[config.mk]
export PLATFORM = sky130hd
export DESIGN_NAME = ethertype_parser_flat
export DESIGN_NICKNAME = d
export VERILOG_FILES = /design/src/rtl/ethertype_parser_if.sv /design/src/rtl/ethertype_parser.sv /design/src/flat_wrapper.sv
export SDC_FILE = /design/constraint.sdc
export NUM_CORES = 1
export LEC_CHECK = 0
export BUFFER_PORTS_ARGS = -buffer_cell sky130_fd_sc_hd__buf_2
export CAP_MARGIN = 40
export CORE_MARGIN = 1
export CORE_UTILIZATION = 55
export DETAILED_ROUTE_END_ITERATION = 8
export PLACE_DENSITY = 0.85
export SYNTH_ARGS = -nofsm -noshare
export SYNTH_HDL_FRONTEND = slang
export SYNTH_SLANG_ARGS = --single-unit
[constraint.sdc]
create_clock -name clk -period 1.85 [get_ports clk]
set_clock_uncertainty 0.15 [all_clocks]
set_input_delay 0.37 -clock clk [delete_from_list [all_inputs] [get_ports clk]]
set_output_delay 0.37 -clock clk [all_outputs]
set_load 0.02 [all_outputs]
[src/rtl/ethertype_parser_if.sv]
// Receive-path stream into the EtherType classifier and the classified payload stream out of it.
// master drives the frame stream, slave is the parser.
interface ethertype_parser_if #(
   parameter int N          = 2,
   parameter int VLAN_DEPTH = 1
);
   localparam int VW = (VLAN_DEPTH > 0) ? $clog2(VLAN_DEPTH + 1) : 1;

   logic [N-1:0]  axiid;
   logic          axiiv;
   logic          type_valid;
   logic [1:0]    type_class;
   logic [VW-1:0] vlan_count;
   logic [11:0]   vlan_id;
   logic          axiov;
   logic [N-1:0]  axiod;

   modport master (
      output axiid, axiiv,
      input  type_valid, type_class, vlan_count, vlan_id, axiov, axiod
   );

   modport slave (
      input  axiid, axiiv,
      output type_valid, type_class, vlan_count, vlan_id, axiov, axiod
   );
endinterface

[src/rtl/ethertype_parser.sv]
// EtherType classifier: skips up to VLAN_DEPTH stacked tags, classifies the final type,
// forwards the payload one cycle late. A low axiiv cycle ends the frame and clears everything.
module ethertype_parser #(
   parameter int N          = 2,
   parameter int VLAN_DEPTH = 1
) (
   input  logic               clk,
   input  logic               rst,
   ethertype_parser_if.slave  s
);
   localparam int BEATS = 16 / N;
   localparam int CW    = $clog2(BEATS) + 1;
   localparam int VW    = (VLAN_DEPTH > 0) ? $clog2(VLAN_DEPTH + 1) : 1;

   typedef enum logic [1:0] {FIELD, TCI, PAYLOAD} state_t;

   state_t        state_q, state_d;
   logic [CW-1:0] bcnt_q, bcnt_d;
   logic [15:0]   fld_q, fld_d;
   logic          tv_q, tv_d;
   logic [1:0]    tc_q, tc_d;
   logic [VW-1:0] vc_q, vc_d;
   logic [11:0]   vid_q, vid_d;
   logic          ov_q, ov_d;
   logic [N-1:0]  od_q, od_d;

   // Shifting in MSB-first leaves the first beat of a field in the top bits once BEATS beats arrive.
   logic [15+N:0] shifted;
   logic [15:0]   fld_full;
   logic          last_beat;
   logic          is_tpid;
   logic          tag_room;
   logic [1:0]    cls;

   always_comb begin
      shifted   = {fld_q, s.axiid};
      fld_full  = shifted[15:0];
      last_beat = (bcnt_q == CW'(BEATS - 1));
      is_tpid   = (fld_full == 16'h8100) || (fld_full == 16'h88A8);
      tag_room  = (VLAN_DEPTH > 0) && (int'(vc_q) < VLAN_DEPTH);
      case (fld_full)
         16'h0800: cls = 2'd0;
         16'h0806: cls = 2'd1;
         16'h86DD: cls = 2'd2;
         default:  cls = 2'd3;
      endcase
   end

   always_ff @(posedge clk) begin
      if (rst) begin
         state_q <= FIELD;
         bcnt_q  <= '0;
         fld_q   <= '0;
         tv_q    <= 1'b0;
         tc_q    <= '0;
         vc_q    <= '0;
         vid_q   <= '0;
         ov_q    <= 1'b0;
         od_q    <= '0;
      end else begin
         state_q <= state_d;
         bcnt_q  <= bcnt_d;
         fld_q   <= fld_d;
         tv_q    <= tv_d;
         tc_q    <= tc_d;
         vc_q    <= vc_d;
         vid_q   <= vid_d;
         ov_q    <= ov_d;
         od_q    <= od_d;
      end
   end

   always_comb begin
      state_d = state_q;
      if (!s.axiiv) begin
         state_d = FIELD;
      end else begin
         case (state_q)
            FIELD:   if (last_beat) state_d = (is_tpid && tag_room) ? TCI : PAYLOAD;
            TCI:     if (last_beat) state_d = FIELD;
            PAYLOAD: state_d = PAYLOAD;
            default: state_d = FIELD;
         endcase
      end
   end

   always_comb begin
      bcnt_d = bcnt_q;
      fld_d  = fld_q;
      tv_d   = tv_q;
      tc_d   = tc_q;
      vc_d   = vc_q;
      vid_d  = vid_q;
      ov_d   = 1'b0;
      od_d   = '0;
      if (!s.axiiv) begin
         bcnt_d = '0;
         fld_d  = '0;
         tv_d   = 1'b0;
         tc_d   = '0;
         vc_d   = '0;
         vid_d  = '0;
      end else begin
         case (state_q)
            FIELD, TCI: begin
               fld_d  = fld_full;
               bcnt_d = last_beat ? '0 : bcnt_q + CW'(1);
               if (last_beat && state_q == FIELD) begin
                  if (is_tpid && tag_room) begin
                     vc_d = vc_q + VW'(1);
                  end else begin
                     tv_d = 1'b1;
                     tc_d = cls;
                  end
               end
               // vc_q is already 1 while the outermost tag's TCI is being collected.
               if (last_beat && state_q == TCI && vc_q == VW'(1)) vid_d = fld_full[11:0];
            end
            PAYLOAD: begin
               ov_d = 1'b1;
               od_d = s.axiid;
            end
            default: ;
         endcase
      end
   end

   assign s.type_valid = tv_q;
   assign s.type_class = tc_q;
   assign s.vlan_count = vc_q;
   assign s.vlan_id    = vid_q;
   assign s.axiov      = ov_q;
   assign s.axiod      = od_q;
endmodule

[src/flat_wrapper.sv]
// flat-port wrapper written by rule: the top's interface ports become plain ports
module ethertype_parser_flat 
#(
   parameter int N          = 2,
   parameter int VLAN_DEPTH = 1
)
  (clk, rst, s_axiid, s_axiiv, s_type_valid, s_type_class, s_vlan_count, s_vlan_id, s_axiov, s_axiod);
  ethertype_parser_if #(.N(N), .VLAN_DEPTH(VLAN_DEPTH)) s_i ();
  input  logic clk;
  input  logic rst;
  input wire logic [$bits(s_i.axiid)-1:0] s_axiid;
  input wire logic [$bits(s_i.axiiv)-1:0] s_axiiv;
  output wire logic [$bits(s_i.type_valid)-1:0] s_type_valid;
  output wire logic [$bits(s_i.type_class)-1:0] s_type_class;
  output wire logic [$bits(s_i.vlan_count)-1:0] s_vlan_count;
  output wire logic [$bits(s_i.vlan_id)-1:0] s_vlan_id;
  output wire logic [$bits(s_i.axiov)-1:0] s_axiov;
  output wire logic [$bits(s_i.axiod)-1:0] s_axiod;
  assign s_i.axiid = s_axiid;
  assign s_i.axiiv = s_axiiv;
  assign s_type_valid = s_i.type_valid;
  assign s_type_class = s_i.type_class;
  assign s_vlan_count = s_i.vlan_count;
  assign s_vlan_id = s_i.vlan_id;
  assign s_axiov = s_i.axiov;
  assign s_axiod = s_i.axiod;
  ethertype_parser #(.N(N), .VLAN_DEPTH(VLAN_DEPTH)) u_core (.clk(clk), .rst(rst), .s(s_i));
endmodule
; Yosys cells after proc, flatten, opt, wreduce, memory -nomap -nowiden
; Index checks and enable logic that the tools add are counted.
[op_classes]
add_sub_neg = 2
n_lt_le_gt_ge = 1
eq_ne = 10
mux = 7
bitwise = 3
reduce_logical = 13
[op_table]
columns = operator, n
row1 = $eq A16 B16 Y1 const B, 3
row2 = $eq A16 B12 Y1 const B, 2
row3 = $pmux W2 S3, 2
row4 = $mux W2, 3
row5 = $reduce_and A3 Y1, 2
row6 = $add A4 B1 Y4 const B, 1
row7 = $eq A4 B3 Y1 const B, 1
row8 = $logic_and A1 B1 Y1, 4
row9 = $mux W4, 1
row10 = $ne A2 B1 Y1 const B, 2
row11 = $reduce_and A2 Y1, 2
row12 = $reduce_or A2 Y1, 2
row13 = $not A1 Y1, 3
row14 = $reduce_or A3 Y1, 1
row15 = $eq A2 B1 Y1 const B, 1
row16 = $eq A2 B2 Y1 const B, 1
row17 = $logic_not A2 Y1, 1
row18 = $add A1 B1 Y1 const B, 1
row19 = $logic_or A1 B1 Y1, 1
row20 = $lt A1 B1 Y1 const B, 1
row21 = $mux W1, 1
[word_totals]
ff_bits = 39
inputBits = 5
word_cells = 45

; Longest topological paths before layout
[logic_depth]
word_depth = 6
ltp_mapped = 6

; Least setup slack after synthesis
; No wires, ideal clock.
[synth_path]
path_kind = reg2reg
from = register u_core.bcnt_q[0]
to = register u_core.vid_q[10], in the netlist u_core.s.vlan_id[10]
setup_time_ns = 0.128
arrival_ns = 1.409
required_ns = 1.572
slack_ns = 0.163
stages_incl_launch_ff = 7
path_buffers = 1
synth_period_minus_slack_ns = 1.687
cell_sequence = dfxtp_1 > ha_1 > nand3b_1 > nor3_2 > buf_4 > mux2i_1 > nor2_1
[synth_between]
elab_chain_cells = 4
[synth_rtl]
columns = item, line
row1 = from (decl), ethertype_parser.sv:18  ; logic [CW-1:0] bcnt_q, bcnt_d;
row2 = from (signal assigned), ethertype_parser.sv:62  ; bcnt_q <= bcnt_d;
row3 = $eq A4 B3 Y1, ethertype_parser.sv:38  ; last_beat = (bcnt_q == CW'(BEATS - 1));
row4 = $logic_and A1 B1 Y1 (2 in a row), ethertype_parser.sv:117  ; if (last_beat && state_q == TCI && vc_q == VW'(1)) vid_d = fld_full[11:0];
row5 = $reduce_and A2 Y1 (no line), --
row6 = to (signal assigned), ethertype_parser.sv:67  ; vid_q <= vid_d;
row7 = to (decl), ethertype_parser.sv:23  ; logic [11:0] vid_q, vid_d;
; Every way passes these cells.
; A chain may end at the register's enable or synchronous reset.

; Worst setup path in the final report
[layout_path]
from = register u_core.fld_q[9]
to = register u_core.tc_q[0], in the netlist u_core.s.type_class[0]
[layout_between]
elab_chain_cells = 5
word_cells_on_any_way = 10
[layout_rtl]
columns = item, line
row1 = from (decl), ethertype_parser.sv:19  ; logic [15:0] fld_q, fld_d;
row2 = from (signal assigned), ethertype_parser.sv:63  ; fld_q <= fld_d;
row3 = $eq A16 B16 Y1, ethertype_parser.sv:39  ; is_tpid = (fld_full == 16'h8100) || (fld_full == 16'h88A8);
row4 = $logic_or A1 B1 Y1, ethertype_parser.sv:39
row5 = $logic_and A1 B1 Y1, ethertype_parser.sv:109  ; if (is_tpid && tag_room) begin
row6 = $not A1 Y1 (no line), --
row7 = $reduce_and A3 Y1 (no line), --
row8 = to (signal assigned), ethertype_parser.sv:65  ; tc_q <= tc_d;
row9 = to (decl), ethertype_parser.sv:21  ; logic [1:0] tc_q, tc_d;
; Several ways; a longest one is shown, not always the timed one.

==> Flow_metrics.wiki <==
{| class="wikitable"
! Metric !! Value
|-
| Result of the run || finished, final reports clean
|-
| Worst-case setup margin in the final layout || 96.9 ps
|-
| Unrepaired setup endpoints after global routing || false
|-
| Routability Congestion || 0.825
|-
| Syn Std Cell Area || 1630 um2
|-
| Area taken by multi-input logic gates || 786 um2
|-
| Remaining number of nets flagged by the antenna check after routing || 0
|-
| Total power draw || 1.39 mW
|-
| Final hold viol count || 0
|-
| Synth Flop Type || sky130_fd_sc_hd__dfxtp_1
|-
| Switching power of the nets || 0.305 mW
|-
| Leakage Power || 0.716 nW
|-
| Worst hold path stage count || 3
|-
| TritonCTS buffer count || 5
|-
| EDFF count, synth || 0
|-
| Yosys top cell area share || 47.9%
|-
| Max Transition Viols Final || 0
|-
| #FFs+latches synth || 39
|-
| Synth warn || 0
|-
| Clock Tree Buf Depth || 2
|-
| Wire length of the first global-routing pass || 5220 um
|-
| Post-CTS setup repair buffer count || 0
|-
| Met3 track utilization from global routing || 7.14%
|-
| Endpoint class of the critical path || flip-flop
|-
| Sort of element at the start of the critical path || flip-flop
|-
| Global routing met1 resource utilization || 26.2%
|-
| Destination of the worst hold path || u_core.s.type_valid$_SDFFE_PP0P_
|-
| Cell count after synthesis || 157
|-
| Port Buffers || 23
|-
| Average wire per cell in the routed design || 14.1 um
|-
| Max FO, Critical Path || 7
|-
| Half-perimeter wire length of the detailed placement result || 2170 um
|-
| Global-route congestion overflow total || 0
|-
| Area of the die || 3180 um2
|-
| Area of placed instances || 1780 um2
|-
| Area taken by flip-flops and latches || 781 um2
|-
| Type of the tightest min-delay check || in -> reg
|-
| Highest clock rate || 0.570 GHz
|-
| Tightest Pin Transition || 384 ps
|-
| Clk network pwr share || 35.4%
|-
| Yosys top cell by area || sky130_fd_sc_hd__dfxtp_1
|-
| Number of antenna violations at the first check in global routing || 0
|-
| Critical path data required time || 1990 ps
|-
| Worst-case reg-to-reg path depth || 4
|-
| VDD IR-drop max || 0.631 mV
|-
| Number of design rule violations left after detail routing || 0
|-
| Clock root cell || sky130_fd_sc_hd__clkbuf_4
|-
| Clk_lat worst skew || 350 ps
|-
| Number of standard-cell rows in the floorplan || 19
|-
| Post-DR vias/cell || 5.73
|-
| Power Density || 750 nW/um2
|-
| Reg2Reg Capture Point || u_core.s.type_class[0]$_SDFFE_PP0P_
|-
| Initial DRT Pass Iterations || 4
|-
| Time the final worst path needs with I/O delays and setup || 1750 ps
|-
| Highest-utilization routing layer at the global route stage || met2
|-
| Proportion of register bits with asynchronous set or reset after synthesis || 0%
|-
| Number of global-route vias before repair || 1186
|-
| # nets final || 191
|-
| Combinational fraction of design power || 3.4%
|-
| Mean post-synth cell area || 10.4 um2
|-
| Tightest slew margin relative to the limit || 74.0%
|-
| Layout cells sized above 1 || 25.3%
|-
| Total of fill cells in the finished design || 219
|-
| # IOs || 24
|-
| Core box area || 2780 um2
|-
| Startpoint of the most critical register-to-register path || u_core.fld_q[9]$_SDFFE_PP0P_
|-
| Proportion of synthesized chip area in sequential cells || 47.9%
|-
| Number of setup violations in the final report || 0
|-
| Count of inserted antenna diode cells || 0
|-
| Setup Total Neg Slack || 0 ps
|-
| Biggest area contributors in the synthesized netlist || sky130_fd_sc_hd__dfxtp_1 48%, sky130_fd_sc_hd__mux2i_1 18%, sky130_fd_sc_hd__nor2_1 7.6%
|-
| Drt initial violations || 23
|-
| CTS Sinks || 39
|-
| Hold path startpoint || rst
|-
| Effective utilization at floorplan || 58.6%
|-
| Non-Filler Cell Area, Final || 1850 um2
|-
| TritonCTS clock tree || yes
|-
| Aggregate routed wire length || 3050 um
|-
| Synthesis-to-layout area growth || 13.8%
|-
| Die span in x || 56.4 um
|-
| Tcrit/Tclk final || 94.8%
|-
| Highest-count cells in the layout ignoring fill and taps || 39 x sky130_fd_sc_hd__dfxtp_1, 33 x sky130_fd_sc_hd__nor2_1, 29 x sky130_fd_sc_hd__mux2i_1
|-
| Die Ht || 56.4 um
|-
| Seq pwr share || 61.2%
|-
| Worst slack at placement || 97.8 ps
|-
| Proportion of total power due to net switching || 21.9%
|-
| Net count of the mapped netlist || 163
|-
| Distinct cell type count after synthesis || 40
|-
| Class of the most critical setup path || reg -> reg
|-
| GRT Util Overall || 21.4%
|-
| Met2 Usage GRT || 34.5%
|-
| Clock-pin slew on the worst setup and hold paths || 110 ps
|-
| Signal arrival time at the worst endpoint || 1890 ps
|-
| Commonest non-fill, non-tap cell in the layout || sky130_fd_sc_hd__dfxtp_1
|-
| Detailed-route via count || 1243
|-
| Count of maximum capacitance violations || 0
|-
| Pin count of the biggest net entering global routing || 32
|-
| Register-to-register setup slack || 100 ps
|-
| Internal Dissipation || 1.09 mW
|-
| H-tree Lvls || 2
|}
area by class of cell:
class / count / area share, %
Multi-Input combinational cell: 109 / 42.4
Sequential cell: 39 / 42.1
Timing Repair Buffer: 29 / 9.31
Clock buffer: 7 / 3.51
Tap cell: 31 / 2.09
Clock inverter: 1 / 0.405
Inverter: 1 / 0.202
metal layers:
| metal | wire, um | vias up |
|---|---|---|
| met4 | 46 | 0 |
| met3 | 154 | 8 |
| li1 | - | 615 |
| met1 | 1400 | 584 |
| met2 | 1450 | 36 |
| met5 | 0 | - |
registers in the layout, indices dropped and copies added, names as in the netlist:
| signal | count |
|---|---|
| u_core.state_q | 2 |
| u_core.s.type_valid | 1 |
| u_core.s.type_class | 2 |
| u_core.s.vlan_id | 12 |
| u_core.bcnt_q | 4 |
| u_core.fld_q | 14 |
| u_core.s.axiov | 1 |
| u_core.s.axiod | 2 |
| u_core.s.vlan_count | 1 |
cells in the mapped netlist, types with 2 or more instances:
master	n
sky130_fd_sc_hd__dfxtp_1	39
sky130_fd_sc_hd__nor2_1	33
sky130_fd_sc_hd__mux2i_1	29
sky130_fd_sc_hd__nand2_1	5
sky130_fd_sc_hd__a21oi_1	4
sky130_fd_sc_hd__nor3_1	4
sky130_fd_sc_hd__clkbuf_1	3
sky130_fd_sc_hd__clkbuf_8	3
sky130_fd_sc_hd__nand4_1	3
sky130_fd_sc_hd__and3_1	2
sky130_fd_sc_hd__nor2b_1	2
sky130_fd_sc_hd__nor4b_1	2
per-stage QoR:
step           hold WS (ps)  instances  util (%)
2_1_floorplan           303        157         -
3_3_place_gp            278        209      63.8
3_5_place_dp            286        209      63.8
4_1_cts                 178        217      66.4
5_1_grt                 177        217      66.7
6_report                178        217      66.7
how the worst max path moves through the flow:
stage	startpoint	end	slack, ps	depth (start not counted)
global route	u_core.bcnt_q[0]$_SDFFE_PP0P_	u_core.s.vlan_id[10]$_SDFFE_PP0P_	2	6
finish	u_core.fld_q[9]$_SDFFE_PP0P_	u_core.s.type_class[0]$_SDFFE_PP0P_	100	4
detailed placement	u_core.bcnt_q[0]$_SDFFE_PP0P_	u_core.s.vlan_id[11]$_SDFFE_PP0P_	100	6
floorplan	u_core.bcnt_q[0]$_SDFFE_PP0P_	u_core.s.vlan_id[10]$_SDFFE_PP0P_	160	6
CTS	u_core.bcnt_q[0]$_SDFFE_PP0P_	u_core.s.vlan_id[11]$_SDFFE_PP0P_	80	6
global placement	u_core.fld_q[9]$_SDFFE_PP0P_	u_core.s.type_class[0]$_SDFFE_PP0P_	170	4
cell families after synthesis:
group	count (synthesis)	synth area share (%)
buffers and inverters	9	4.22
adders and majority gates	1	0.768
AOI/OAI and AO/OA	10	4.30
DFF	39	47.9
and+or+nand+nor	66	22.5
muxes	30	19.2
xor gates and xnor gates	2	1.08
power groups by stage:
| stage | sequential, mW | clock (mW) | combinational, mW |
|---|---|---|---|
| final | 0.850 | 0.493 | 0.0471 |
| after floorplan | 0.868 | 0 | 0.0312 |
| after detailed placement | 0.869 | 0 | 0.0471 |
| after global placement | 0.869 | 0 | 0.0451 |
| after global routing | 0.852 | 0.539 | 0.0519 |
| after CTS | 0.850 | 0.504 | 0.0472 |
what timing repair did:
item                                    CTS  global route
endpoints found under the setup margin    0            11
resized for setup                         0             1
hold buffers                              0             0
critical path, cell delays in order, from the launching register on:
cell and delay (ps):
sky130_fd_sc_hd__dfxtp_1 390, sky130_fd_sc_hd__or4_4 560, sky130_fd_sc_hd__mux2i_4 200, sky130_fd_sc_hd__a211o_2 210, sky130_fd_sc_hd__mux2i_1 180
No activity file was read; power rests on OpenSTA's default activity.
